===== config.mk =====
export PLATFORM = sky130hd
export DESIGN_NAME = spi_reg_bank_slave
export DESIGN_NICKNAME = d
export VERILOG_FILES = /design/src/rtl/spi_reg_pkg.sv /design/src/rtl/spi_pin_sync.sv /design/src/rtl/spi_reg_bank_slave.sv
export SDC_FILE = /design/constraint.sdc
export NUM_CORES = 1
export LEC_CHECK = 0
export ABC_CLOCK_PERIOD_IN_PS = 2120
export CORE_MARGIN = 1.5
export CORE_UTILIZATION = 48
export CTS_BUF_LIST = sky130_fd_sc_hd__clkbuf_8 sky130_fd_sc_hd__clkbuf_16
export DETAILED_ROUTE_END_ITERATION = 12
export GPL_TIMING_DRIVEN = 0
export PLACE_DENSITY = 0.81
export SLEW_MARGIN = 15
export SYNTH_ARGS = -nofsm -noshare
export SYNTH_HDL_FRONTEND = slang
export SYNTH_SLANG_ARGS = --single-unit

===== constraint.sdc =====
create_clock -name clk -period 2.12 [get_ports clk]
set_input_delay 0.318 -clock clk [delete_from_list [all_inputs] [get_ports clk]]
set_output_delay 0.318 -clock clk [all_outputs]
set_load 0.01 [all_outputs]

===== src/rtl/spi_reg_pkg.sv =====
// Shared types and constants for the SPI register-bank slave.
package spi_reg_pkg;

  typedef enum logic [2:0] {
    IDLE,
    ADDR,
    RD_WAIT,
    READ,
    WRITE,
    IGNORE
  } state_e;

  localparam int unsigned RW_BIT     = 7;
  localparam int unsigned ADR_W      = 7;
  localparam int unsigned SYNC_DEPTH = 3;

endpackage


===== src/rtl/spi_pin_sync.sv =====
// Multi-flop synchroniser for one asynchronous SPI pin, with rise/fall detect.
module spi_pin_sync
  import spi_reg_pkg::*;
(
  input  logic clk,
  input  logic din,
  output logic lvl,
  output logic rise,
  output logic fall
);

  logic [SYNC_DEPTH-1:0] sync_q;
  logic [SYNC_DEPTH-1:0] sync_d;

  always_comb sync_d = {sync_q[SYNC_DEPTH-2:0], din};

  // Deliberately not reset: the true pin level must be visible at reset release.
  always_ff @(posedge clk) sync_q <= sync_d;

  assign lvl  = sync_q[SYNC_DEPTH-1];
  assign rise = (sync_q[SYNC_DEPTH-1 -: 2] == 2'b01);
  assign fall = (sync_q[SYNC_DEPTH-1 -: 2] == 2'b10);

endmodule


===== src/rtl/spi_reg_bank_slave.sv =====
// SPI mode-0 slave to a bank of N_REGS registers, all pins oversampled in clk.
// Define SPI_REG_AUTO_INC_EN for burst auto-increment; default is one word per frame.
module spi_reg_bank_slave
  import spi_reg_pkg::*;
#(
  parameter int unsigned       DATA_W   = 16,
  parameter int unsigned       N_REGS   = 4,
  parameter logic [ADR_W-1:0]  BASE_ADR = 7'h01,
  localparam int unsigned      IDX_W    = (N_REGS > 1) ? $clog2(N_REGS) : 1
) (
  input  logic                     clk,
  input  logic                     rst,
  input  logic                     sclk,
  input  logic                     mosi,
  input  logic                     cs_n,
  output logic                     miso,
  input  logic [N_REGS*DATA_W-1:0] rd_data,
  input  logic                     rd_wait,
  output logic                     rd_strobe,
  output logic [DATA_W-1:0]        wr_data,
  output logic [IDX_W-1:0]         wr_idx,
  output logic                     wr_valid,
  output logic                     busy
);

  localparam int unsigned      CNT_W     = $clog2(DATA_W + 1);
  localparam logic [CNT_W-1:0] CMD_LAST  = CNT_W'(7);
  localparam logic [CNT_W-1:0] WORD_LAST = CNT_W'(DATA_W - 1);
  localparam logic [ADR_W:0]   N_REGS_EXT = (ADR_W + 1)'(N_REGS);

  logic sclk_lvl, sclk_rise, sclk_fall;
  logic cs_lvl, cs_rise, cs_fall;
  logic unused_sync;

  spi_pin_sync u_sclk_sync (.clk(clk), .din(sclk), .lvl(sclk_lvl), .rise(sclk_rise), .fall(sclk_fall));
  spi_pin_sync u_cs_sync   (.clk(clk), .din(cs_n), .lvl(cs_lvl),   .rise(cs_rise),   .fall(cs_fall));

  assign unused_sync = sclk_lvl & cs_fall;

  logic [SYNC_DEPTH-1:0] mosi_sync_q;
  logic                  mosi_s;
  assign mosi_s = mosi_sync_q[SYNC_DEPTH-1];

  state_e              state_q, state_d;
  logic [CNT_W-1:0]    cnt_q, cnt_d;
  logic [RW_BIT-1:0]   cmd_q, cmd_d;
  logic [DATA_W-1:0]   shreg_q, shreg_d;
  logic [IDX_W-1:0]    idx_q, idx_d;
  logic                armed_q, armed_d;
  logic                rd_strobe_q, rd_strobe_d;
  logic                wr_valid_q, wr_valid_d;
  logic [DATA_W-1:0]   wr_data_q, wr_data_d;
  logic [IDX_W-1:0]    wr_idx_q, wr_idx_d;

  logic [RW_BIT:0]     cmd_full;
  logic [ADR_W:0]      adr_off;
  logic                in_win;

  always_ff @(posedge clk) begin
    mosi_sync_q <= {mosi_sync_q[SYNC_DEPTH-2:0], mosi};
    if (rst) begin
      state_q     <= IDLE;
      cnt_q       <= '0;
      cmd_q       <= '0;
      shreg_q     <= '0;
      idx_q       <= '0;
      armed_q     <= 1'b0;
      rd_strobe_q <= 1'b0;
      wr_valid_q  <= 1'b0;
      wr_data_q   <= '0;
      wr_idx_q    <= '0;
    end else begin
      state_q     <= state_d;
      cnt_q       <= cnt_d;
      cmd_q       <= cmd_d;
      shreg_q     <= shreg_d;
      idx_q       <= idx_d;
      armed_q     <= armed_d;
      rd_strobe_q <= rd_strobe_d;
      wr_valid_q  <= wr_valid_d;
      wr_data_q   <= wr_data_d;
      wr_idx_q    <= wr_idx_d;
    end
  end

  // Addresses below BASE_ADR wrap to a large offset and fall outside the window.
  always_comb begin
    cmd_full = {cmd_q, mosi_s};
    adr_off  = {1'b0, cmd_full[ADR_W-1:0]} - {1'b0, BASE_ADR};
    in_win   = (adr_off < N_REGS_EXT);
  end

  always_comb begin
    state_d     = state_q;
    cnt_d       = cnt_q;
    cmd_d       = cmd_q;
    shreg_d     = shreg_q;
    idx_d       = idx_q;
    armed_d     = armed_q | cs_lvl;
    rd_strobe_d = 1'b0;
    wr_valid_d  = 1'b0;
    wr_data_d   = wr_data_q;
    wr_idx_d    = wr_idx_q;

    if (cs_rise) begin
      state_d = IDLE;
      cnt_d   = '0;
    end else begin
      unique case (state_q)
        // Not armed means cs_n was already low at reset release: sit out that frame.
        IDLE: begin
          cnt_d = '0;
          if (!cs_lvl) state_d = armed_q ? ADDR : IGNORE;
        end
        ADDR: if (sclk_rise) begin
          cmd_d = cmd_full[RW_BIT-1:0];
          cnt_d = cnt_q + 1'b1;
          if (cnt_q == CMD_LAST) begin
            cnt_d = '0;
            idx_d = adr_off[IDX_W-1:0];
            if (!in_win)               state_d = IGNORE;
            else if (cmd_full[RW_BIT]) state_d = WRITE;
            else                       state_d = RD_WAIT;
          end
        end
        RD_WAIT: if (!rd_wait) begin
          shreg_d     = rd_data[idx_q*DATA_W +: DATA_W];
          rd_strobe_d = 1'b1;
          wr_idx_d    = idx_q;
          state_d     = READ;
        end
        // The fall that trails the last command/word bit must not shift the fresh snapshot.
        READ: begin
          if (sclk_rise) begin
            cnt_d = cnt_q + 1'b1;
            if (cnt_q == WORD_LAST) begin
              cnt_d = '0;
`ifdef SPI_REG_AUTO_INC_EN
              idx_d   = (idx_q == IDX_W'(N_REGS - 1)) ? '0 : idx_q + 1'b1;
              state_d = RD_WAIT;
`else
              state_d = IGNORE;
`endif
            end
          end else if (sclk_fall && (cnt_q != '0)) begin
            shreg_d = {shreg_q[DATA_W-2:0], 1'b0};
          end
        end
        WRITE: if (sclk_rise) begin
          shreg_d = {shreg_q[DATA_W-2:0], mosi_s};
          cnt_d   = cnt_q + 1'b1;
          if (cnt_q == WORD_LAST) begin
            cnt_d      = '0;
            wr_data_d  = shreg_d;
            wr_idx_d   = idx_q;
            wr_valid_d = 1'b1;
`ifdef SPI_REG_AUTO_INC_EN
            idx_d   = (idx_q == IDX_W'(N_REGS - 1)) ? '0 : idx_q + 1'b1;
            state_d = WRITE;
`else
            state_d = IGNORE;
`endif
          end
        end
        IGNORE: state_d = IGNORE;
        default: state_d = IDLE;
      endcase
    end
  end

  always_comb begin
    busy = (state_q == RD_WAIT) || (state_q == READ) || (state_q == WRITE);
    miso = (state_q == READ) ? shreg_q[DATA_W-1] : 1'b1;
  end

  assign rd_strobe = rd_strobe_q;
  assign wr_valid  = wr_valid_q;
  assign wr_data   = wr_data_q;
  assign wr_idx    = wr_idx_q;

endmodule


==> results of run 1 <==
routing by layer:
layer / global-route usage / vias to the layer above
li1: - / 1484
met1: 0.327 / 1486
met2: 0.395 / 145
met3: 0.0482 / 31
met4: 0.126 / 0
met5: 0 / -
flip-flops by register name (all words and copies together), names as in the netlist:
register            flops
shreg_q                16
wr_data                16
cmd_q                   7
cnt_q                   5
mosi_sync_q             3
state_q                 3
u_cs_sync.sync_q        3
u_sclk_sync.sync_q      3
idx_q                   2
wr_idx                  2
armed_q                 1
rd_strobe               1
wr_valid                1
worst max-delay path: cells and delay by family, from the launching register on:
kind	cells	cell delay [ns]
fa+ha+maj	1	0.21
compound gates	1	0.21
buf+inv	1	0.07
xor+xnor	1	0.15
simple gates	2	0.91
flops	1	0.40
cell families (layout without fill, tap and decap cells):
kind of cell    count (synthesis)  count (layout)  share of synthesized area
fa+ha+maj                       5               5                     0.0195
compound gates                 79              79                      0.163
simple gates                  134             134                      0.211
flops                          63              63                      0.394
buf+inv                        37             149                     0.0606
xor+xnor                        4               4                     0.0109
mux                            25              25                      0.141
metrics by stage:
stage	setup TNS (ns)	hold WS [ns]	instances	setup slack, ns	utilization
2_1_floorplan	0	0.310	347	0.180	-
3_3_place_gp	-1.77	0.312	515	-0.258	0.659
3_5_place_dp	-2.73	0.315	515	-0.312	0.659
4_1_cts	0	0.332	531	0.0000377	0.693
5_1_grt	-0.0111	0.333	536	-0.00959	0.711
6_report	0	0.328	536	0.0659	0.711
worst min-delay path by stage:
stage                     endpoint  depth (start not counted)
2_1_floorplan       mosi_sync_q[1]                          0
5_1_grt             mosi_sync_q[2]                          0
6_report            mosi_sync_q[2]                          0
3_3_place_gp   u_cs_sync.sync_q[1]                          0
4_1_cts             mosi_sync_q[2]                          0
3_5_place_dp        mosi_sync_q[2]                          0
power by group:
group          internal, mW  leakage (nW)  total (mW)  switching (mW)
clock network         0.424        0.0894       0.917           0.493
registers              1.26         0.515        1.32          0.0594
logic                 0.397          1.01       0.814           0.417
total                  2.08          1.62        3.05           0.970
timing repair:
item / 4_1_cts / 5_1_grt
pin swaps: 0 / 4
gates resized for setup: 26 / 17
setup endpoints to repair: 16 / 27
buffers inserted: 1 / 5
hold buffers: 0 / 0
area by class of cell:
cell class	instances	area (um^2)	share of cell area
Timing Repair Buffer	97	946	0.208
Multi-Input combinational cell	247	1840	0.405
Tap cell	77	96.3	0.0212
Inverter	8	30.0	0.00661
Sequential cell	63	1270	0.281
Buffer	28	183	0.0402
Clock inverter	7	48.8	0.0107
Clock buffer	9	124	0.0273
cells in the final DEF (no fill, tap or decap), types with 3 or more instances in the layout:
cell type	instances
ha_1	3
clkdlybuf4s50_1	89
clkbuf_1	7
clkinv_2	3
mux4_2	16
nand2_1	54
a21oi_1	39
nor3_1	5
or4_1	3
buf_6	5
nand4_1	3
o31ai_1	3
a211oi_1	3
buf_4	9
nand2b_1	5
nor2_1	20
mux2i_1	9
dfxtp_1	59
a311oi_1	15
o211ai_1	3
inv_1	7
clkbuf_8	9
nor2b_1	3
dfxtp_4	3
buf_2	11
xor2_1	3
nand3_1	19
o21ai_0	5
==> metrics.md, run 1 <==
| Metric | Value |
|---|---|
| Gate Count Post-Synth | `347` |
| Critical path arrival | `2.31 ns` |
| Worst Path Max Fanout | `6` |
| CTS Sinks | `63` |
| Power per cell area | `672 nW/um^2` |
| Wirelength, routed | `8980 um` |
| Number of port buffers | `91` |
| Min-delay worst type | `reg2reg` |
| Async set or reset register ratio after synthesis | `0` |
| Top cells by count, synth | `dfxtp_1, nand2_1, a21oi_1, nand3_1, nor2_1` |
| VDD IR max | `0.512 mV` |
| Vias per cell | `5.87` |
| Grt total ovfl | `0` |
| Clock Latency Late Sink | `0.35 ns` |
| Dpl hpwl | `6730 um` |
| Post-synth top area cell | `dfxtp_1` |
| Die ar. | `7170 um^2` |
| DR top layer | `met4` |
| Die X | `84.7 um` |
| Worst r2r path cells | `6` |
| CTS Buf Count | `9` |
| Most used flip-flop cell after synthesis | `dfxtp_1` |
| Clock Skews | `0.00725 ns` |
| 1st-pass router iterations | `5` |
| Hold path startpoint | `mosi_sync_q[1]` |
| Fin. max-slew vios | `0` |
| DRT iter0 DRCs | `211` |
| Crit path time final | `2.05 ns` |
| Library cells used by synthesis | `49` |
| Routability cong. | `0.931` |
| Status | `finished, final reports clean` |
| Mapped Area | `3200 um^2` |
| Top cells by area, synth | `dfxtp_1, mux4_2, nand2_1` |
| Layout cells sized above 1 | `0.185` |
| Post-Syn Nets | `422` |
| CP max stage cell | `or4_1` |
| Vias in the first global route | `2912` |
| Top cell by count, worst path | `or4_1` |
| Post-layout nets | `529` |
| FF-to-FF End | `state_q[1]` |
| CTS clock-pin slew for the worst setup and hold paths | `0.07 ns` |
| Post-route ant nets | `0` |
| CTS tree | `yes` |
| Syn avg cell area | `9.23 um^2` |
| Largest net degree at the start of global routing | `20` |
| Count leader, synth | `dfxtp_1` |
| Gr usage total | `0.250` |
| #FFs+latches synth | `63` |
| Power Total | `3.05 mW` |
| Startpoint types | `flip-flop` |
| Final non-filler cell area | `4540 um^2` |
| Htree depth | `3` |
| Placement Cell Area | `4210 um^2` |
| Global-route wire length before repair | `13900 um` |
| Critical path's largest stage delay | `0.46 ns` |
| CP cell instances | `inv_1, ha_1, xor2_1, or4_1, or4_1, o31ai_2` |
| Ant diodes | `0` |
| CP endpoint | `state_q[1]` |
| Endpoints failing setup | `0` |
| Critical path type | `reg2reg` |
| Crit Reg-Reg Startpoint | `mosi_sync_q[2]` |
| Number of flops mapped to enable cells by yosys | `0` |
| Reg2Reg Setup Slack | `0.07 ns` |
| Slew HR | `0.582` |
| CP Launch Point | `mosi_sync_q[2]` |
| Vias | `3146` |
| Met3 routed WL | `570 um` |
| Max-cap violations | `0` |
| Worst-Margin Slew | `0.627 ns` |
| Fin crit share | `0.969` |
| Lkg Pwr | `1.62 nW` |
| FMAX | `487 MHz` |
| CP Capture Type | `flip-flop` |
| Row count | `29` |
| M1 WL | `3770 um` |
| WL met2 | `4340 um` |
| Chip height | `84.7 um` |
| Wire per inst | `16.8 um` |
| CTS Root Cell | `clkbuf_8` |
| Hold Vio Cnt, Final | `0` |
| DRC Markers | `0` |
| Sequential area share after synthesis | `0.394` |
| YS warnings | `0` |
| Layout area overhead | `41.8%` |
| Yosys top cell area share | `0.394` |
| Initial antenna violation count | `0` |
| Effective utilization at floorplan | `0.501` |
| CTS max path bufs | `2` |
| Filler cell count | `514` |
| Core area | `6390 um^2` |
| Ports | `92` |
| Req. time, crit path | `2.37 ns` |
Power figures use the tool's default switching activity.
==> inputs of run 2 (changes only) <==
Settings changed: HOLD_SLACK_MARGIN set to 0.12.
==> results of run 2 <==
Final layout, timing and power as in run 1 (identical DEF).
==> inputs of run 3 (changes only) <==
Settings changed: CORE_MARGIN 1.5 to 2.
==> metrics.md, run 3 (synthesized netlist as in run 1, its figures left out) <==
| Metric | Value |
|---|---|
| CTS Buf Count | `9 (unchanged)` |
| Gr usage total | `0.252 (+0.00204)` |
| Slew HR | `0.586 (+0.00406)` |
| Initial antenna violation count | `0 (unchanged)` |
| Final hold slack | `0.327 ns (-0.000706 ns)` |
| Vias in the first global route | `2813 (-3.4%)` |
| Die ar. | `7340 um^2 (+2.4%)` |
| Largest net degree at the start of global routing | `20 (unchanged)` |
| CTS Sinks | `63 (unchanged)` |
| Clock Skews | `0.00588 ns (-0.00137 ns)` |
| Clock Latency Late Sink | `0.34 ns (about the same)` |
| CTS Root Cell | `clkbuf_8` |
| CP cell instances | `ha_4, nand3_1, inv_1, ha_2, nand3b_1, buf_4, nor3_4, buf_4, nand2_1, a21oi_1` |
| Routability cong. | `0.881 (-5.4%)` |
| Worst-Margin Slew | `0.619 ns (-0.00838 ns)` |
| Ant diodes | `0 (unchanged)` |
| Grt total ovfl | `0 (unchanged)` |
| Top cell by count, worst path | `buf_4` |
| Final worst setup slack | `0.0374 ns (-0.0285 ns)` |
| CTS max path bufs | `2 (unchanged)` |
| Filler cell count | `496 (-3.5%)` |
| Dpl hpwl | `6840 um (+1.6%)` |
| Layout cells sized above 1 | `0.176 (-0.00910)` |
| Worst Path Max Fanout | `6 (unchanged)` |
| Post-route ant nets | `0 (unchanged)` |
| Critical path arrival | `2.36 ns (+0.05 ns)` |
| Endpoints failing setup | `0 (unchanged)` |
| 1st-pass router iterations | `7 (+2)` |
| Layout area overhead | `41.4%` |
| VDD IR max | `0.521 mV (+1.9%)` |
| Placement Cell Area | `4210 um^2 (unchanged)` |
| Critical path type | `reg2reg` |
| Htree depth | `3 (unchanged)` |
| Status | `finished, final reports clean` |
| Place WS | `-0.289 ns (+0.0230 ns)` |
| Fin cells | `537 (+0.19%)` |
| Startpoint types | `flip-flop` |
| Bufs and invs on worst path | `3 (+2)` |
| Commonest non-fill, non-tap cell in the layout | `clkdlybuf4s50_1` |
| CTS clock-pin slew for the worst setup and hold paths | `0.07 ns (about the same)` |
| FMAX | `480 MHz (-1.4%)` |
| Chip height | `85.7 um (+1.2%)` |
| Final non-filler cell area | `4530 um^2 (-0.28%)` |
| Commonest non-fill, non-tap cells in the layout | `clkdlybuf4s50_1, dfxtp_1, nand2_1` |
| Critical path's largest stage delay | `0.38 ns (-0.08 ns)` |
| Die X | `85.7 um (+1.2%)` |
| DRT iter0 DRCs | `312 (+48%)` |
| Vias per cell | `5.82 (-0.76%)` |
| Fin crit share | `0.982 (+0.0134)` |
| Max-cap violations | `0 (unchanged)` |
| CP Capture Type | `flip-flop` |
| Wirelength, routed | `9060 um (+0.88%)` |
| Min-delay worst type | `reg2reg` |
| Wire per inst | `16.9 um (+0.69%)` |
| Number of port buffers | `91 (unchanged)` |
| Vias | `3128 (-0.57%)` |
| CTS tree | `yes` |
| Hold Vio Cnt, Final | `0 (unchanged)` |
| Setup TNS | `0 ns (unchanged)` |
| Layout Utilization | `0.709 (-0.00196)` |
| Crit-path leading delay family | `simple AND/OR/NAND/NOR gates` |
| Core area | `6390 um^2 (unchanged)` |
| Fin. max-slew vios | `0 (unchanged)` |
| Power Total | `3.06 mW (+0.32%)` |
| DRC Markers | `0 (unchanged)` |
| Post-layout nets | `531 (+0.38%)` |
| CP max stage cell | `dfxtp_4` |
| Lkg Pwr | `1.60 nW (-0.88%)` |
| Crit path time final | `2.08 ns (+0.0285 ns)` |
| Global-route wire length before repair | `14200 um (+1.7%)` |
| Row count | `29 (unchanged)` |
| Post-Place Cells | `515 (unchanged)` |
| Ports | `92 (unchanged)` |
| Power per cell area | `676 nW/um^2 (+0.60%)` |
| Effective utilization at floorplan | `0.501 (unchanged)` |
| Req. time, crit path | `2.40 ns (+0.03 ns)` |
## run 3: cell count changes in the layout (fill, tap and decap cells not counted), moves of 2 or more
cell        delta
clkinvlp_4     +2
buf_6          +3
clkinv_2       -3
clkbuf_8       +2
## run 3: power by group
part           internal, mW  total, mW  switching, mW
clock network         0.482      0.953          0.470
logic                 0.388      0.786          0.398
registers              1.26       1.32         0.0602
total                  2.13       3.06          0.929
## run 3: worst paths after layout
| kind | from | to | slack (ns) | depth (start not counted) |
|---|---|---|---|---|
| worst min-delay path | mosi_sync_q[1] | mosi_sync_q[2] | 0.33 | 0 |
| worst max register to register | cnt_q[0] | wr_data[1] | 0.04 | 10 |
| worst max-delay path | cnt_q[0] | wr_data[1] | 0.04 | 10 |
| worst min register to register | mosi_sync_q[1] | mosi_sync_q[2] | 0.33 | 0 |
## run 3: area by class of cell
cell class	instances	area, um^2	share of cell area
Multi-Input combinational cell	247	1800	0.397
Sequential cell	63	1270	0.281
Timing Repair Buffer	99	965	0.213
Buffer	28	184	0.0406
Clock buffer	11	151	0.0334
Tap cell	77	96.3	0.0213
Clock inverter	4	31.3	0.00691
Inverter	8	30.0	0.00663
## run 3: worst register-to-register path: stages (launching register included)
cell	delay [ns]
dfxtp_4	0.38
ha_4	0.15
nand3_1	0.10
inv_1	0.09
ha_2	0.21
nand3b_1	0.19
buf_4	0.21
nor3_4	0.32
buf_4	0.19
nand2_1	0.07
a21oi_1	0.12
## run 3: layer usage
layer,vias to the layer above,share of wire,GRT usage
li1,1486,-,-
met1,1467,0.43,0.337
met2,149,0.47,0.396
met3,26,0.072,0.0654
met4,0,0.023,0.0880
met5,-,0,0
## run 3: timing repair
item,in CTS,in global routing
endpoints found under the setup margin,14,27
hold buffers,0,0
setup buffers,2,5
cloned,0,1
pin swaps,1,3
resized for setup,18,18
